File: src/rtl/wrapper_test_sequencer.sv
`default_nettype none
`timescale 1ns/1ps
// ============================================================================
// Module      : wrapper_test_sequencer
// Description : Command-driven sequencer for the IEEE 1500 wrapper around the
//               example RAM core. It runs load/update/capture/unload on the
//               serial WBR path, or an MBIST pass with a timeout.
//               Optional macro SEQ_COMPARE_EN adds the expected/mismatch compare.
// Revision    : 1.0 - initial release
// ============================================================================
module wrapper_test_sequencer #(
  parameter int CHAIN_LEN = 8,
  parameter int CNT_W     = 4,
  parameter int MBIST_TO  = 64
) (
  input  logic                 WRCK,
  input  logic                 RESET,
  input  logic                 start,
  input  logic [1:0]           instr,
  input  logic [CHAIN_LEN-1:0] pattern,
  input  logic                 wbr_so,
  input  logic                 mbist_done,
  input  logic                 mbist_fail,
`ifdef SEQ_COMPARE_EN
  input  logic [CHAIN_LEN-1:0] expected,
  output logic                 mismatch,
`endif
  output logic                 wbr_si,
  output logic                 wse_inputs,
  output logic                 wse_outputs,
  output logic                 se,
  output logic                 hold_inputs,
  output logic                 hold_outputs,
  output logic                 wbr_update,
  output logic                 scanmode,
  output logic                 mbistmode,
  output logic                 wir_extest,
  output logic                 wpp_bypass,
  output logic                 bus_disable,
  output logic                 busy,
  output logic                 done,
  output logic [CHAIN_LEN-1:0] result,
  output logic                 timeout
);

  // One counter serves both the shift phases and the MBIST timeout.
  localparam int TO_W = $clog2(MBIST_TO + 1);
  localparam int CW   = (CNT_W > TO_W) ? CNT_W : TO_W;
  localparam logic [CW-1:0] SHIFT_LAST = CW'(CHAIN_LEN - 1);
  localparam logic [CW-1:0] TO_LAST    = CW'(MBIST_TO - 1);

  localparam logic [1:0] INSTR_BYPASS = 2'b00;
  localparam logic [1:0] INSTR_EXTEST = 2'b01;
  localparam logic [1:0] INSTR_INTEST = 2'b10;
  localparam logic [1:0] INSTR_MBIST  = 2'b11;

  typedef enum logic [2:0] {
    S_IDLE      = 3'd0,
    S_SETUP     = 3'd1,
    S_LOAD      = 3'd2,
    S_UPDATE    = 3'd3,
    S_CAPTURE   = 3'd4,
    S_UNLOAD    = 3'd5,
    S_MBIST_RUN = 3'd6,
    S_DONE      = 3'd7
  } state_t;

  state_t               state_q, state_d;
  logic [CW-1:0]        cnt_q, cnt_d;
  logic [1:0]           instr_q, instr_d;
  logic [CHAIN_LEN-1:0] pat_q, pat_d;
  logic [CHAIN_LEN-1:0] result_q, result_d;
  logic                 timeout_q, timeout_d;
`ifdef SEQ_COMPARE_EN
  logic [CHAIN_LEN-1:0] expected_q, expected_d;
  logic                 mismatch_q, mismatch_d;
`endif

  always_ff @(posedge WRCK) begin
    if (RESET) begin
      state_q    <= S_IDLE;
      cnt_q      <= '0;
      instr_q    <= '0;
      pat_q      <= '0;
      result_q   <= '0;
      timeout_q  <= 1'b0;
`ifdef SEQ_COMPARE_EN
      expected_q <= '0;
      mismatch_q <= 1'b0;
`endif
    end else begin
      state_q    <= state_d;
      cnt_q      <= cnt_d;
      instr_q    <= instr_d;
      pat_q      <= pat_d;
      result_q   <= result_d;
      timeout_q  <= timeout_d;
`ifdef SEQ_COMPARE_EN
      expected_q <= expected_d;
      mismatch_q <= mismatch_d;
`endif
    end
  end

  always_comb begin
    state_d    = state_q;
    cnt_d      = cnt_q;
    instr_d    = instr_q;
    pat_d      = pat_q;
    result_d   = result_q;
    timeout_d  = timeout_q;
`ifdef SEQ_COMPARE_EN
    expected_d = expected_q;
    mismatch_d = mismatch_q;
`endif
    case (state_q)
      S_IDLE: begin
        if (start) begin
          state_d    = S_SETUP;
          instr_d    = instr;
          pat_d      = pattern;
          timeout_d  = 1'b0;
`ifdef SEQ_COMPARE_EN
          expected_d = expected;
          mismatch_d = 1'b0;
`endif
        end
      end
      S_SETUP: begin
        cnt_d   = '0;
        state_d = (instr_q == INSTR_MBIST) ? S_MBIST_RUN : S_LOAD;
      end
      S_LOAD: begin
        pat_d    = pat_q >> 1;
        result_d = {wbr_so, result_q[CHAIN_LEN-1:1]};
        cnt_d    = cnt_q + CW'(1);
        if (cnt_q == SHIFT_LAST) begin
          state_d = (instr_q == INSTR_BYPASS) ? S_DONE : S_UPDATE;
        end
      end
      S_UPDATE: state_d = S_CAPTURE;
      S_CAPTURE: begin
        cnt_d   = '0;
        state_d = S_UNLOAD;
      end
      S_UNLOAD: begin
        result_d = {wbr_so, result_q[CHAIN_LEN-1:1]};
        cnt_d    = cnt_q + CW'(1);
        if (cnt_q == SHIFT_LAST) begin
          state_d = S_DONE;
        end
      end
      S_MBIST_RUN: begin
        cnt_d = cnt_q + CW'(1);
        // A completion on the final count beats the timeout.
        if (mbist_done) begin
          result_d    = '0;
          result_d[0] = mbist_fail;
          state_d     = S_DONE;
        end else if (cnt_q == TO_LAST) begin
          result_d    = '0;
          result_d[1] = 1'b1;
          timeout_d   = 1'b1;
          state_d     = S_DONE;
        end
      end
      S_DONE: begin
`ifdef SEQ_COMPARE_EN
        mismatch_d = (instr_q == INSTR_MBIST) ? result_q[0] : (result_q != expected_q);
`endif
        state_d = S_IDLE;
      end
      default: state_d = S_IDLE;
    endcase
  end

  logic shift_w;
  assign shift_w      = (state_q == S_LOAD) || (state_q == S_UNLOAD);
  assign busy         = (state_q != S_IDLE);
  assign done         = (state_q == S_DONE);
  assign se           = shift_w;
  assign wse_inputs   = shift_w;
  assign wse_outputs  = shift_w;
  assign wbr_si       = (state_q == S_LOAD) & pat_q[0];
  assign hold_inputs  = busy && (state_q != S_CAPTURE);
  assign hold_outputs = busy && (state_q != S_CAPTURE);
  assign wbr_update   = (state_q == S_UPDATE);
  assign wir_extest   = busy && (instr_q == INSTR_EXTEST);
  assign bus_disable  = busy && (instr_q == INSTR_EXTEST);
  assign scanmode     = busy && (instr_q == INSTR_INTEST);
  assign wpp_bypass   = busy && (instr_q == INSTR_BYPASS);
  assign mbistmode    = busy && (instr_q == INSTR_MBIST);
  assign result       = result_q;
  assign timeout      = timeout_q;
`ifdef SEQ_COMPARE_EN
  assign mismatch     = mismatch_q;
`endif

endmodule
`default_nettype wire
File: config.mk
export PLATFORM = sky130hd
export DESIGN_NAME = wrapper_test_sequencer
export DESIGN_NICKNAME = d
export VERILOG_FILES = /design/src/rtl/wrapper_test_sequencer.sv
export SDC_FILE = /design/constraint.sdc
export NUM_CORES = 1
export LEC_CHECK = 0
export ABC_AREA = 1
export CORE_ASPECT_RATIO = 1.5
export CORE_MARGIN = 1
export CORE_UTILIZATION = 48
export DETAILED_ROUTE_END_ITERATION = 10
export GPL_ROUTABILITY_DRIVEN = 0
export PLACE_DENSITY_LB_ADDON = 0.05
export SLEW_MARGIN = 0
export SYNTH_ARGS = -nofsm -noshare
export SYNTH_HDL_FRONTEND = slang
export SYNTH_SLANG_ARGS = --single-unit
File: constraint.sdc
create_clock -name WRCK -period 1.5 [get_ports WRCK]
set_clock_uncertainty 0.15 [all_clocks]
set_input_delay 0.225 -clock WRCK [delete_from_list [all_inputs] [get_ports WRCK]]
set_output_delay 0.225 -clock WRCK [all_outputs]
set_load 0.05 [all_outputs]
==> summary.md, run 1 <==
| Metric | Value |
|---|---|
| Clk root buf | `clkbuf_8` |
| CP startpoint kind | `flop` |
| Syn Area/Cell | `~6.5 sq um` |
| Max Clk Rate | `between 500 and 600 MHz` |
| Leakage | `around 1.1 nW` |
| Final worst path period need | `1.743 ns` |
| Global route overflow | `0` |
| Clock Sinks | `29` |
| Clk buf depth | `2` |
| Clk slew on worst S/H paths | `~0.070 ns` |
| Max-slew headroom | `between 70% and 80%` |
| Syn. warnings | `0` |
| Total wire length | `approximately 6400 microns` |
| CP arrival | `around 1.4 ns` |
| Worst-path maximum fanout | `3` |
| Vias | `1969` |
| Syn Std Cell Area | `1489 sq um` |
| Die width | `around 47 microns` |
| Antenna-violating nets left | `0` |
| Cell count after synthesis | `~230` |
| RSZ-0062 raised after global routing | `true` |
| Core area | `about 3000 sq um` |
| Worst EP required | `between 1 and 1.5 ns` |
| Outcome | `finished with violations` |
| CTS tree | `done` |
| Share of the synthesized area in the top cell type | `around two fifths` |
| Crit end category | `output port` |
| Dpl cell area | `roughly 2300 sq um` |
| Fill count | `approximately 110` |
| Post-layout nets | `311` |
| Hold crit path type | `reg -> reg` |
| Port buffer count | `38` |
| WL per Instance | `roughly 19 microns` |
| Final Setup Violations | `28` |
| I/O pins | `39` |
| Vias/cell | `~5.9` |
| DP HPWL | `roughly 2900 microns` |
| Fraction of layout cells with a size suffix above 1 | `about two fifths` |
| Overall Global Routing Usage | `between 30% and 40%` |
| Met3 Use GR | `approximately 12%` |
| Latest clock arrival within the worst-skew pair | `0.30 ns` |
| CTS Buf Count | `5` |
| Post-route cell area | `between 2000 and 3000 sq um` |
| Worst vdd ir | `1910 uV` |
| Post-synthesis sequential area ratio | `38.99%` |
| Pwr dens | `between 2000 and 2500 nW/um^2` |
| Die Ht | `70.21 microns` |
| First-pass GRT wire length | `between 7000 and 8000 microns` |
| Synth Net Count | `245` |
| MaxCap Viol Count | `0` |
| Slew @ Worst Pin | `0.4307 ns` |
| Slowest stage delay, CP | `0.39 ns` |
| Core Util, Final | `roughly 92%` |
| Largest net degree at the start of global routing | `11` |
| Worst path most repeated cell | `inv_2` |
| Ant. Diodes | `0` |
| Synth top area cells | `dfxtp_1 (39%), nand2_1 (14%), nand3_1 (8.1%), a21oi_1 (6.7%), nor2_1 (6.6%)` |
| Initial DRC Count | `a little over 90` |
| Max-slew violations | `0` |
| H-tree depth | `2` |
| GR peak layer | `met2` |
| Overall Power | `around 0.0056 W` |
| Drc violations | `0` |
| Cts hold-fix bufs | `0` |
| DR pass1 iterations | `4` |
| CP cell instances | `buf_4, nand2_1, inv_2, nand2_2, inv_2, buf_12` |
| Failing checks | `negative setup slack` |
| Layout overhead on the synthesized area | `82.10%` |
| Vias in the first global route | `~1700` |
| Die area | `3333 sq um` |
| Num rows | `24` |
| Cell at the slowest stage of the critical path | `dfxtp_4` |
| Initial antenna violation count | `0` |
| Initial Util | `50.60%` |
| Synth cell types | `24` |
| Critical path class | `reg -> out` |
| Met1 Usage GRT | `roughly a third` |
| Leading area contributor after synthesis | `dfxtp_1` |
| GRT met2 Usage | `between 50% and 60%` |
| Setup ws final | `-0.2425 ns` |
| Endpoints failing hold | `0` |
| Final period util | `116.2%` |
| Synthesis-stage register bit count | `29` |
## logic make-up after synthesis
kind of cell    after synthesis  synth area share, %
fa+ha+maj                     1               0.8402
flops                        29                38.99
simple gates                123                36.13
compound gates               37                13.36
buf+inv                      38                10.67
## worst paths after layout
path	slack, ns	startpoint	endpoint	cells past startpoint
hold / removal	0.32	pat_q[7]	pat_q[7]	2
hold reg to reg	0.32	pat_q[7]	pat_q[7]	2
setup reg to reg	-0.21	state_q[0]	result[0]	10
setup / recovery	-0.24	state_q[0]	wbr_update	6
## repair_timing
| item | CTS | global route |
|---|---|---|
| pin swaps | 10 | 9 |
| endpoints found under the hold margin | 0 | 0 |
| resized for setup | 36 | 39 |
| setup buffers | 8 | 2 |
| setup endpoints to repair | 23 | 41 |
## power by group
part	internal, W	leakage, nW	switching (W)
logic	0.00158	0.838	0.00217
registers	0.000963	0.240	0.000225
clock network	0.000364	0.0443	0.000332
## cell type report
| class | instances | area (sq um) | area share, % |
|---|---|---|---|
| Multi-Input combinational cell | 161 | 978.4 | 36.09 |
| Timing Repair Buffer | 68 | 864.6 | 31.89 |
| Sequential cell | 29 | 599.3 | 22.10 |
| Inverter | 29 | 133.9 | 4.938 |
| Clock buffer | 7 | 86.33 | 3.184 |
| Tap cell | 39 | 48.80 | 1.800 |
## registers in the layout, indices dropped and copies added, names as in the netlist
name,count
cnt_q,7
instr_q,2
pat_q,8
result,8
state_q,3
timeout,1
## cells in the mapped netlist
cell / n
nand3_1: 24
clkinv_1: 1
a211oi_1: 1
nand2_1: 57
inv_2: 3
nand2_4: 1
buf_4: 4
nand4_1: 2
buf_2: 1
a21oi_2: 1
nor3_1: 6
a21oi_1: 20
nor2_2: 2
clkbuf_1: 4
nand2_2: 3
a31oi_1: 6
o21ai_1: 1
dfxtp_1: 29
nor2_4: 1
nand3_2: 1
nor2_1: 26
ha_1: 1
inv_1: 25
o21ai_0: 8
## worst max-delay path: cells and delay by family (launching register included)
kind	cells	cell delay (ns)
flops	1	0.39
simple gates	2	0.21
buf+inv	4	0.46
## through the flow
step / worst slack, ns / TNS (ns) / hold WS (ns) / instances
after floorplan: -0.3499 / -1.943 / 0.2395 / 228
after global placement: -0.05815 / -0.3085 / 0.2983 / 316
after detailed placement: -0.07513 / -0.6004 / 0.3040 / 316
after CTS: -0.1574 / -1.395 / 0.3159 / 331
after global routing: -0.5345 / -7.124 / 0.3311 / 333
final: -0.2425 / -4.056 / 0.3167 / 333
## cells in the final DEF (no fill, tap or decap), drive strengths merged
cell / instances
a31oi: 6
clkinv: 1
dfxtp: 29
nand2: 61
a211oi: 1
o21ai: 9
inv: 28
buf: 53
a21oi: 21
nand3: 25
clkdlybuf4s50: 15
nor2: 29
clkbuf: 7
ha: 1
nand4: 2
nor3: 6
## routing by layer
metal	wire length, microns	part of all wire (%)
met1	2250	35
met2	3243	51
met3	503	7.9
met4	378	5.9
met5	0	0
(Power assumes the default switching activity.)
==> run 2, diff against run 1 <==
--- a/config.mk
+++ b/config.mk
@@ -7,12 +7,14 @@
 export LEC_CHECK = 0
 export ABC_AREA = 1
 export CORE_ASPECT_RATIO = 1.5
-export CORE_MARGIN = 1
+export CORE_MARGIN = 2
 export CORE_UTILIZATION = 48
 export DETAILED_ROUTE_END_ITERATION = 10
 export GPL_ROUTABILITY_DRIVEN = 0
 export PLACE_DENSITY_LB_ADDON = 0.05
+export RECOVER_POWER = 100
 export SLEW_MARGIN = 0
 export SYNTH_ARGS = -nofsm -noshare
 export SYNTH_HDL_FRONTEND = slang
 export SYNTH_SLANG_ARGS = --single-unit
+export TNS_END_PERCENT = 1
==> summary.md, run 2 (synthesis gave the netlist of run 1 again) <==
| Metric | Value |
|---|---|
| Outcome | `finished with violations` |
| Failing checks | `negative setup slack` |
| Die width | `49.48 microns (+4.2%)` |
| Ant. Diodes | `0 (unchanged)` |
| Post-layout nets | `305 (-1.9%)` |
| Vias in the first global route | `1651 (-3.8%)` |
| Antenna-violating nets left | `0 (unchanged)` |
| First-pass GRT wire length | `6955 microns (-10%)` |
| Initial DRC Count | `56 (-38%)` |
| DP HPWL | `2906 microns (-0.24%)` |
| Layout overhead on the synthesized area | `61.34%` |
| Vias | `1755 (-11%)` |
| Hold crit path type | `reg -> reg` |
| Core area | `2943 sq um (unchanged)` |
| Total wire length | `4545 microns (-29%)` |
| Clk buf depth | `2 (unchanged)` |
| Vias/cell | `5.351 (-9.5%)` |
| Setup ws final | `-0.1737 ns (+0.06881 ns)` |
| Max Clk Rate | `597.5 MHz (+4.1%)` |
| CP startpoint kind | `flop` |
| Initial antenna violation count | `0 (unchanged)` |
| Initial Util | `50.60% (unchanged)` |
| Endpoints failing hold | `0 (unchanged)` |
| DR pass1 iterations | `4 (unchanged)` |
| Worst-path maximum fanout | `6 (+3)` |
| Overall Global Routing Usage | `24.90% (-8.0 points)` |
| Global route overflow | `0 (unchanged)` |
| Latest clock arrival within the worst-skew pair | `0.28 ns (-0.02 ns)` |
| Final worst path period need | `1.674 ns (-0.06881 ns)` |
| H-tree depth | `2 (unchanged)` |
| Worst slack at placement | `-0.07676 ns (-0.001633 ns)` |
| Largest net degree at the start of global routing | `11 (unchanged)` |
| Worst EP required | `1.12 ns (about the same)` |
| Leakage | `1.017 nW (-9.4%)` |
| Post-placement cell count | `319 (+0.95%)` |
| Clk slew on worst S/H paths | `0.06 ns (about the same)` |
| Critical path class | `reg -> out` |
| Port buffer count | `38 (unchanged)` |
| Die Ht | `72.21 microns (+2.8%)` |
| Drc violations | `0 (unchanged)` |
| Core Util, Final | `81.63% (-11 points)` |
| Leading cell type in the layout, fill and taps excluded | `nand2_1` |
| Clk root buf | `clkbuf_8` |
| WL per Instance | `13.86 microns (-28%)` |
| CP arrival | `1.30 ns (-0.07 ns)` |
| Commonest non-fill, non-tap cells in the layout | `nand2_1 (53), dfxtp_1 (24), inv_1 (22), nor2_1 (22), nand3_1 (20)` |
| Cts hold-fix bufs | `0 (unchanged)` |
| Fin cells | `328 (-1.5%)` |
| Final period util | `111.6% (-4.6 points)` |
| Slew @ Worst Pin | `0.3031 ns (-0.1276 ns)` |
| Worst vdd ir | `1797 uV (-5.9%)` |
| CTS tree | `done` |
| I/O pins | `39 (unchanged)` |
| Final Setup Violations | `20 (-29%)` |
| CTS Buf Count | `5 (unchanged)` |
| MaxCap Viol Count | `0 (unchanged)` |
| Num rows | `24 (unchanged)` |
| Pwr dens | `2044 nW/um^2 (-1.6%)` |
| Fraction of layout cells with a size suffix above 1 | `32.87% (-9.0 points)` |
| Max-slew violations | `0 (unchanged)` |
| Max-slew headroom | `79.72% (+8.5 points)` |
| RSZ-0062 raised after global routing | `true` |
| Crit end category | `output port` |
| Clock Sinks | `29 (unchanged)` |
| Die area | `3573 sq um (+7.2%)` |
[run 2: changes by cell type in the layout (fill, tap and decap cells not counted), moves of 3 or more]
cell	previous run	this run
a21oi_1	13	17
a21oi_2	8	4
buf_12	22	11
buf_6	11	8
clkbuf_2	0	9
nand2_1	43	53
nand2_2	13	5
nor2_1	18	22
[run 2: per-layer routing]
layer  vias to the layer above  track usage (%)  wire (microns)  share of wire (%)
met1                       822            28.03            1753                 39
li1                        859                -               -                  -
met2                        60            44.29            2499                 55
met4                         0            12.04             112                2.5
met5                         -                0               0                  0
met3                        14            5.350             180                4.0
[run 2: what timing repair did]
action,in CTS,in global routing
gates cloned,0,0
buffers inserted,1,0
endpoints found under the setup margin,23,33
hold endpoints to repair,0,0
gates resized for setup,26,18
pin swaps,2,3
[run 2: final timing paths]
check	from	end	slack, ns	cells past startpoint
setup / recovery	state_q[0]	mbistmode	-0.17	6
hold / removal	pat_q[7]	pat_q[7]	0.31	2
setup reg to reg	cnt_q[0]	state_q[2]	-0.12	10
hold reg to reg	pat_q[7]	pat_q[7]	0.31	2
[run 2: worst max-delay path, stage by stage, from the launching register on]
cell and delay, ns:
dfxtp_4 0.38, inv_8 0.09, nand2_8 0.05, nor2_4 0.14
buf_6 0.16, nor3_4 0.04, buf_6 0.15
[run 2: stage by stage]
step / cell area, sq um / TNS (ns) / total power [W] / hold WS, ns
global route: 2402 / -3.719 / 0.005162 / 0.3266
detailed placement: 2298 / -0.3388 / 0.004041 / 0.2969
global placement: 2298 / -0.2235 / 0.004013 / 0.2971
finish: 2402 / -1.869 / 0.004910 / 0.3079
floorplan: 1564 / -3.139 / 0.002858 / 0.2395
CTS: 2467 / -1.303 / 0.004871 / 0.3068
[run 2: power breakdown]
part           switching (W)  internal (W)  total, W  leakage [nW]
clock               0.000311      0.000320  0.000631        0.0482
combinational        0.00187       0.00125   0.00312         0.730
sequential          0.000200      0.000959   0.00116         0.239
[run 2: final cells by class]
| class | instances | area (sq um) |
|---|---|---|
| clock buffers | 5 | 68.82 |
| clock inverters | 3 | 16.27 |
| fillers | 183 | 540.5 |
| inverters | 29 | 126.4 |
| multi-input cells | 161 | 897.1 |
| flip-flops and latches | 29 | 596.8 |
| well taps | 39 | 48.80 |
| repair buffers | 62 | 648.1 |
